File: config.mk
export PLATFORM = sky130hd
export DESIGN_NAME = vargen_irq_cond
export DESIGN_NICKNAME = d
export VERILOG_FILES = /design/src/rtl/vargen_irq_cond.sv
export SDC_FILE = /design/constraint.sdc
export NUM_CORES = 1
export LEC_CHECK = 0
export BUFFER_PORTS_ARGS = -buffer_cell sky130_fd_sc_hd__buf_2
export CAP_MARGIN = 20
export CORE_ASPECT_RATIO = 0.8
export CORE_MARGIN = 8
export CORE_UTILIZATION = 44
export CTS_CLUSTER_SIZE = 16
export DETAILED_ROUTE_END_ITERATION = 6
export PLACE_DENSITY = 0.84
export SLEW_MARGIN = 30
export SYNTH_ARGS = -nofsm -noshare
export SYNTH_HDL_FRONTEND = slang
export SYNTH_SLANG_ARGS = --single-unit
File: constraint.sdc
create_clock -name clk -period 1.1 [get_ports clk]
set_input_delay 0.22 -clock clk [delete_from_list [all_inputs] [get_ports clk]]
set_output_delay 0.22 -clock clk [all_outputs]
set_load 0.02 [all_outputs]
File: src/rtl/vargen_irq_cond.sv
// External irq/portb input conditioner for the vargen core: 2-FF sync, optional debounce,
// edge detect, pending/overrun latching. Define IRQ_COND_DEBOUNCE_EN to add irq debounce.
module vargen_irq_cond #(
    parameter int unsigned          NIRQ         = 3,
    parameter int unsigned          PORTB_W      = 8,
    parameter logic [NIRQ-1:0]      IRQ_POL      = {NIRQ{1'b1}},
    parameter int unsigned          DEBOUNCE_CYC = 16
) (
    input  logic               clk,
    input  logic               resetn,
    input  logic [NIRQ-1:0]    irq_pin,
    input  logic [PORTB_W-1:0] portb_pin,
    input  logic [NIRQ-1:0]    irq_en,
    input  logic               clr_we,
    input  logic [NIRQ-1:0]    clr_mask,
    output logic [PORTB_W-1:0] portb_sync,
    output logic [NIRQ-1:0]    irq_out,
    output logic [NIRQ-1:0]    pending,
    output logic [NIRQ-1:0]    overrun
);

    logic [NIRQ-1:0]    irq_s1_q, irq_s1_d, irq_s2_q, irq_s2_d;
    logic [PORTB_W-1:0] portb_s1_q, portb_s1_d, portb_s2_q, portb_s2_d;
    logic [NIRQ-1:0]    prev_q, prev_d;
    logic [NIRQ-1:0]    pending_q, pending_d, overrun_q, overrun_d;
    logic [NIRQ-1:0]    filt, act, clr;

    always_comb begin
        irq_s1_d   = irq_pin;
        irq_s2_d   = irq_s1_q;
        portb_s1_d = portb_pin;
        portb_s2_d = portb_s1_q;
    end

`ifdef IRQ_COND_DEBOUNCE_EN
    localparam int unsigned CntW = (DEBOUNCE_CYC > 2) ? $clog2(DEBOUNCE_CYC) : 1;
    localparam logic [CntW-1:0] CntMax = CntW'(DEBOUNCE_CYC - 1);

    logic [NIRQ-1:0][CntW-1:0] cnt_q, cnt_d;
    logic [NIRQ-1:0]           filt_q, filt_d;

    // Filtered level only follows s2 after it has disagreed for DEBOUNCE_CYC straight clocks.
    always_comb begin
        filt_d = filt_q;
        cnt_d  = cnt_q;
        for (int i = 0; i < int'(NIRQ); i++) begin
            if (irq_s2_q[i] == filt_q[i]) begin
                cnt_d[i] = '0;
            end else if (cnt_q[i] == CntMax) begin
                filt_d[i] = irq_s2_q[i];
                cnt_d[i]  = '0;
            end else begin
                cnt_d[i] = cnt_q[i] + 1'b1;
            end
        end
    end

    always_ff @(posedge clk or negedge resetn) begin
        if (!resetn) begin
            filt_q <= '0;
            cnt_q  <= '0;
        end else begin
            filt_q <= filt_d;
            cnt_q  <= cnt_d;
        end
    end

    assign filt = filt_q;
`else
    assign filt = irq_s2_q;
`endif

    // Clear loses to a simultaneous edge so no event is ever dropped.
    always_comb begin
        act       = (IRQ_POL & filt & ~prev_q) | (~IRQ_POL & ~filt & prev_q);
        clr       = {NIRQ{clr_we}} & clr_mask & ~act;
        prev_d    = filt;
        pending_d = (pending_q | act) & ~clr;
        overrun_d = (overrun_q | (act & pending_q)) & ~clr;
    end

    always_ff @(posedge clk or negedge resetn) begin
        if (!resetn) begin
            irq_s1_q   <= '0;
            irq_s2_q   <= '0;
            portb_s1_q <= '0;
            portb_s2_q <= '0;
            prev_q     <= '0;
            pending_q  <= '0;
            overrun_q  <= '0;
        end else begin
            irq_s1_q   <= irq_s1_d;
            irq_s2_q   <= irq_s2_d;
            portb_s1_q <= portb_s1_d;
            portb_s2_q <= portb_s2_d;
            prev_q     <= prev_d;
            pending_q  <= pending_d;
            overrun_q  <= overrun_d;
        end
    end

    assign portb_sync = portb_s2_q;
    assign pending    = pending_q;
    assign overrun    = overrun_q;
    assign irq_out    = pending_q & irq_en;

endmodule

## Word level (Yosys, flattened, before mapping)

Cells that the tools add are included.

- Register bits: 31
- Bits of input ports: 20
- Logic and storage cells: 19

- Bitwise logic cells: 12

Operators by type and width:

| operator | count |
|---|---|
| AND 3 bit | 7 |
| inverter 3 bit | 3 |
| bitwise OR 3 bit | 2 |

## Logic depth before layout (Yosys ltp)

Gate-level depths: netlist of run 1.

- Depth in word-level cells: 6
- Gate-level depth with buffers: 3
- Depth with buffers taken out: 3

## Worst setup path after synthesis of run 1

OpenSTA, ideal clock, no wires.

- Kind: reg-to-output
- Start: register pending_q[1], in the netlist pending[1]
- End: output port irq_out[1]
- Data arrival time: 0.725 ns
- Setup slack: 0.155 ns
- Cell stages (with the launch flop): 2
- Path buffers: 0
- Cell sequence: dfrtp_1 -> and2_1

- Word-level cells in the longest chain between the ends: 1

RTL lines:

| item | line | RTL |
|---|---|---|
| from (decl) | 25 | `logic [NIRQ-1:0] pending_q, pending_d, overrun_q, overrun_d;` |
| from (signal assigned) | 97 | `pending_q <= pending_d;` |
| AND 3 bit | 105 | `assign irq_out = pending_q & irq_en;` |
| to (decl) | 17 | `output logic [NIRQ-1:0] irq_out,` |

Every way passes these cells.

## Worst setup path in the final report of run 1

- Start: register pending_q[0], in the netlist pending[0]
- End: output port irq_out[0]

The elaborated chain is that of the path after synthesis.

==> out/metrics.cfg, run 1 <==
[global_route]
antenna_found_initial=0
grt_pass1_wl_mm=2.75
gr-total-overflow=0
grt_max_degree=25
track_usage=0.102
grt_pass1_vias=630

[yosys]
yosys.area.top_type_share=0.870
synth.most_common_cell=dfrtp_1
yosysWarnings=0
async_flop_share=1.00
synthTopCellsByArea=dfrtp_1 (87%), nand2_1 (4.6%), and2_1 (2.1%)
synthXorXnorAreaFrac=0
synth_fa_ha_area_frac=0
synth_top_family_by_area=simple AND/OR/NAND/NOR gates
synth_area_um2=892
seq_area_frac_synth=0.870
synth_edf_count=0
synthFlopType=dfrtp_1
syn-num-nets=74
muxShareOfSynthArea=0
syn_avg_cell_area_um2=16.5
synth.distinct_cells=8
ys_ff_latch=31
synth_compound_area_frac=0.0252
synthSimpleGateAreaFrac=0.105
synth_common_cells=dfrtp_1 (31), nand2_1 (11), and2_1 (3), o21ai_1 (3)
syn_inst=54
synth_area_leader_cell=dfrtp_1

[pwr]
p_sw_frac=0.233
power.switching_mw=0.543
clkPwrFrac=0.305
share_comb_of_total_power=0.156
p_leak_nw=0.709
ir_drop_mv=1.11
intPower_mw=1.78
cellPowerDensity_nw_per_um2=1660
sequentialPowerShare=0.539

[clock_tree]
clkTransAtPathRegs_ns=0.08
root_buffer=clkbuf_4
h-tree-depth=2
clock_latency_ns=0.31
numCtsBuffers=5
cts_tree=yes
clock_sinks=31
ctsLongestPathBuffers=2

[worst_setup_path]
rr_worst_depth=3
critPathArrivalTime_ns=0.99
required_ns=0.88
ff2ff_setup_slack_ns=0.27
cp-end-kind=output port
startpoint_type=flip-flop
cp_max_fo=4
worstSetupPathType=reg -> out

[routing]
drt_iter0_markers=18
via_per_inst=4.29
wl_per_cell_um=12.8
num_vias=596
top_layer=met4
wl_met2_um=914
dr_wl_met3_um=206
firstDrtPassIters=3
totalWireLength_mm=1.77
postRouteAntennaNets=0
drc=0
met1_length_um=605

[die]
core_um2=1890
dieArea_um2=3730
die_width_um=66.3
io_pins=37
fp.dieH_um=56.3
num_rows=14
initial_core_util=0.472

[outcome]
violations=negative setup slack
status=finished, violations left

[sta]
finalWorstSetupSlack_ns=-0.111
finalClockSkew_ns=0.00345
whs_ns=0.198
slew_violations=0
rsz0062_at_grt=true
finalSetupViolCount=6
post-route-period-util=1.10
max_slew_margin=0.859
hold_viol_final=0
layout_min_cycle_time_ns=1.21
max_freq_ghz=0.826
worstMarginPinSlew_ns=0.212

[cells_and_area]
syn2layout_area_growth_pct=57.5
insertedDiodeCount=0
drive_above_1_share=0.452
nets=134
fin_cells=139

[worst_hold_path]
min_delay_path_depth=4
hp-class=in -> reg

[flow_run]
drv_cap=0

[placed_design]
io_buffers=36
placed_cells=115
pre_cts_ws_ns=0.208
place.gp.congestion=0.749
dp_hpwl_mm=1.24

==> power by group through the flow <==
| stage | clock, mW | combinational, mW | sequential [mW] |
|---|---|---|---|
| 4_1_cts | 0.745 | 0.339 | 1.25 |
| 3_5_place_dp | 0 | 0.251 | 1.28 |
| 6_report | 0.711 | 0.362 | 1.25 |
| 5_1_grt | 0.794 | 0.392 | 1.26 |
| 3_3_place_gp | 0 | 0.243 | 1.27 |
| 2_1_floorplan | 0 | 0.0580 | 1.33 |
==> placed cells by master, fill, tap and decap left out <==
cell type      count
a21o_1             1
clkbuf_1           1
dfrtp_1           31
buf_4              4
buf_6              9
nor2_1             2
buf_2             27
nand2_1           11
o21ai_1            3
buf_12             1
and2_4             3
dlygate4sd3_1     12
nand2b_1           2
clkbuf_8           2
nor2b_4            1
clkbuf_4           5
==> worst max-delay path, stage by stage (launching register included) <==
cell	delay, ns
dfrtp_1	0.41
and2_4	0.15
buf_6	0.12
==> flip-flops by register name, summed over array words and instances, names as in the netlist <==
register	cells
prev_q	3
portb_sync	8
pending	3
irq_s1_q	3
portb_s1_q	8
filt	3
overrun	3
==> area by class of cell <==
cell class | count | area [um^2]
tap | 24 | 30.0
sequential | 31 | 776
timing repair buffer | 53 | 407
clock buffer | 8 | 68.8
fill | 120 | 487
multi-input combinational | 23 | 124
==> stage by stage <==
stage                     TNS (ns)  cell area (um^2)  utilization  power (mW)
after floorplan                  0               892            -        1.39
after global placement           0              1120        0.593        1.51
after detailed placement         0              1120        0.593        1.53
after CTS                   -0.457              1360        0.720        2.34
after global routing        -0.609              1410        0.743        2.45
final                       -0.339              1410        0.743        2.33
==> routing by layer <==
metal  GRT usage  vias to the layer above
met5           0                        -
met4      0.0729                        0
met3      0.0535                        6
met2       0.169                       32
met1      0.0914                      271
li1            -                      287
==> worst paths after layout <==
check	start	endpoint
max in group asynchronous	resetn	portb_sync[2]
min in group asynchronous	resetn	portb_sync[6]
min	clr_mask[2]	overrun[2]
max	pending[0]	irq_out[0]
min reg2reg	portb_s1_q[3]	portb_sync[3]
max reg2reg	filt[1]	overrun[1]
==> what timing repair did <==
| item | CTS | global route |
|---|---|---|
| hold buffers | 11 | 1 |
| endpoints found under the setup margin | 10 | 12 |
| gates cloned | 0 | 0 |
| gates resized for setup | 13 | 8 |
| setup buffers | 3 | 1 |
| endpoints found under the hold margin | 41 | 1 |
==> cell families (layout without fill, tap and decap cells) <==
| family | count (synthesis) | after routing |
|---|---|---|
| simple gates | 19 | 19 |
| buf+inv | 0 | 61 |
| flops | 31 | 31 |
| compound gates | 4 | 4 |
Note: power is estimated with default switching activity, not from simulation.
==> inputs of run 2 (changes only) <==
--- a/config.mk
+++ b/config.mk
@@ -5,14 +5,15 @@
 export SDC_FILE = /design/constraint.sdc
 export NUM_CORES = 1
 export LEC_CHECK = 0
+export ABC_AREA = 1
 export BUFFER_PORTS_ARGS = -buffer_cell sky130_fd_sc_hd__buf_2
 export CAP_MARGIN = 20
 export CORE_ASPECT_RATIO = 0.8
 export CORE_MARGIN = 8
-export CORE_UTILIZATION = 44
+export CORE_UTILIZATION = 45
 export CTS_CLUSTER_SIZE = 16
 export DETAILED_ROUTE_END_ITERATION = 6
-export PLACE_DENSITY = 0.84
+export PLACE_DENSITY = 0.85
 export SLEW_MARGIN = 30
 export SYNTH_ARGS = -nofsm -noshare
 export SYNTH_HDL_FRONTEND = slang
==> out/metrics.cfg, run 2 <==
[sta]
finalWorstSetupSlack_ns=-0.0847  ; +0.0261 ns
layout_min_cycle_time_ns=1.18  ; -0.0261 ns
finalClockSkew_ns=0.00769  ; +0.00424 ns
rsz0062_at_grt=true
finalSetupViolCount=4  ; -2
whs_ns=0.179  ; -0.0184 ns
setup_tns_ns=-0.212  ; +0.127 ns
worstMarginPinSlew_ns=0.360  ; +0.149 ns
max_slew_margin=0.760  ; -0.0992
slew_violations=0  ; unchanged
post-route-period-util=1.08  ; -0.0237
max_freq_ghz=0.844  ; +2.2%
hold_viol_final=0  ; unchanged

[outcome]
status=finished, violations left
violations=negative setup slack

[worst_setup_path]
critPathMaxStageDelay_ns=0.41  ; about the same
cp-end-kind=output port
crit_family=flip-flops
critPathBufInv=2  ; +1
cpMaxStageDelayCell=dfrtp_1
path_cells=nand2_1 -> inv_2 -> buf_6
startpoint_type=flip-flop
cp_max_fo=3  ; -1
critPathArrivalTime_ns=0.96  ; -0.03 ns
required_ns=0.88  ; about the same
worstSetupPathType=reg -> out

[die]
fp.dieH_um=56.3  ; about the same
die_width_um=66.4  ; about the same
num_rows=14  ; unchanged
core_um2=1890  ; unchanged
io_pins=37  ; unchanged
dieArea_um2=3740  ; about the same
initial_core_util=0.483  ; +0.0112

[yosys]
synth.distinct_cells=7  ; -1
synthTopCellsByArea=dfrtp_1 (85%), nand2_1 (7.8%), inv_1 (3.3%)
async_flop_share=1.00  ; unchanged
yosys.area.top_type_share=0.849  ; -0.0203
syn-num-nets=85  ; +15%
syn_inst=65  ; +20%
ys_ff_latch=31  ; unchanged
synth.most_common_cell=dfrtp_1
seq_area_frac_synth=0.849  ; -0.0203
synth_common_cells=dfrtp_1 (31), nand2_1 (19), inv_1 (8)
synthSimpleGateAreaFrac=0.107  ; +0.00166
synthXorXnorAreaFrac=0  ; unchanged
synth_top_family_by_area=simple AND/OR/NAND/NOR gates
synthFlopType=dfrtp_1
synth_area_um2=913  ; +2.4%
muxShareOfSynthArea=0  ; unchanged
syn_avg_cell_area_um2=14.1  ; -15%
synth_area_leader_cell=dfrtp_1
synth_edf_count=0  ; unchanged
synth_fa_ha_area_frac=0  ; unchanged
yosysWarnings=0  ; unchanged
synth_compound_area_frac=0.0110  ; -0.0143

[clock_tree]
clock_latency_ns=0.31  ; about the same
root_buffer=clkbuf_4
cts_tree=yes
h-tree-depth=2  ; unchanged
ctsLongestPathBuffers=2  ; unchanged
clkTransAtPathRegs_ns=0.09  ; about the same
numCtsBuffers=5  ; unchanged
clock_sinks=31  ; unchanged

[routing]
postRouteAntennaNets=0  ; unchanged
wl_per_cell_um=12.7  ; -0.42%
via_per_inst=4.40  ; +2.7%
drc=0  ; unchanged
num_vias=665  ; +12%
firstDrtPassIters=4  ; +1
drt_iter0_markers=12  ; -6
totalWireLength_mm=1.92  ; +8.2%

[cells_and_area]
mostFrequentLayoutCells=dfrtp_1 (31), buf_2 (27), nand2_1 (19), dlygate4sd3_1 (12), buf_6 (9)
fin_cells=151  ; +8.6%
insertedDiodeCount=0  ; unchanged
nets=147  ; +9.7%
multiInputGateArea_um2=108  ; -13%
drive_above_1_share=0.433  ; -0.0191
final_common_cell=dfrtp_1
final-seq-area_um2=776  ; unchanged
syn2layout_area_growth_pct=55.6
fill_cells=113  ; -5.8%
fin_util=0.751  ; +0.00860

[pwr]
p_leak_nw=0.759  ; +7.0%
power_mw=2.26  ; -3.0%
cellPowerDensity_nw_per_um2=1590  ; -4.1%
ir_drop_mv=1.35  ; +22%

[global_route]
antenna_found_initial=0  ; unchanged
grt_max_degree=18  ; -28%
grt_pass1_wl_mm=3.06  ; +11%
track_usage=0.107  ; +0.00559
gr-total-overflow=0  ; unchanged
grt_pass1_vias=708  ; +12%

[placed_design]
io_buffers=36  ; unchanged
place.gp.congestion=0.753  ; +0.45%
placed_cells=126  ; +9.6%
dp_hpwl_mm=1.25  ; +1.2%

[worst_hold_path]
hp-class=in -> reg

[flow_run]
drv_cap=0  ; unchanged

==> run 2: cell count changes after synthesis <==
cell	change
inv_1	+8
nand2_1	+8
and2_1	-3
nand2_2	+2
nand2b_1	-2
nand3_1	+2
a21o_1	-1
nor2_1	-1
nor2b_4	-1
o21ai_1	-1
==> run 2: power by group <==
part,internal [mW],leakage (nW),total [mW],switching (mW)
Combinational,0.189,0.365,0.368,0.179
Clock,0.296,0.0341,0.633,0.337
Sequential,1.22,0.360,1.26,0.0396
==> run 2: what timing repair did <==
item / 4_1_cts / 5_1_grt
gates resized for setup: 6 / 15
endpoints found under the setup margin: 7 / 11
hold buffers: 12 / 0
buffers inserted: 4 / 2
hold endpoints to repair: 25 / 0
pin swaps: 1 / 2
==> run 2: layout make-up <==
cell class                      instances  share of cell area
Clock buffer                            6              0.0361
Clock inverter                          1             0.00352
Inverter                                8              0.0211
Multi-Input combinational cell         26              0.0757
Sequential cell                        31               0.546
Tap cell                               24              0.0211
Timing Repair Buffer                   55               0.297
==> run 2: worst min-delay path, cell delays in order <==
cell and delay (ns):
buf_2 0.08, nand2_1 0.06, nand2_1 0.06, nand2_1 0.04
==> run 2: cell families after synthesis <==
family                 count (synthesis)
AND/OR/NAND/NOR                       24
buffers and inverters                  8
flip-flops                            31
AO/OA/AOI/OAI                          2
==> run 2: metrics by stage <==
stage	worst slack, ns	area, um^2
6_report	-0.0847	1420
5_1_grt	-0.151	1420
4_1_cts	-0.0854	1370
3_5_place_dp	0.254	1140
3_3_place_gp	0.271	1140
2_1_floorplan	0.201	913
==> run 2: final timing paths <==
path	slack, ns	cells after the start	to	from
worst max-delay path	-0.08	3	irq_out[0]	pending[0]
worst min-delay path	0.18	4	pending[0]	clr_mask[0]
worst max register to register	0.20	4	overrun[0]	pending[0]
worst min register to register	0.36	0	portb_sync[4]	portb_s1_q[4]
max in group asynchronous	0.35	3	prev_q[0]	resetn
min in group asynchronous	0.35	2	portb_s1_q[6]	resetn
==> run 2: metal layers <==
layer	track usage	routed length (um)
met1	0.110	765
met5	0	0
met3	0.0574	231
met4	0.0547	31
met2	0.172	889
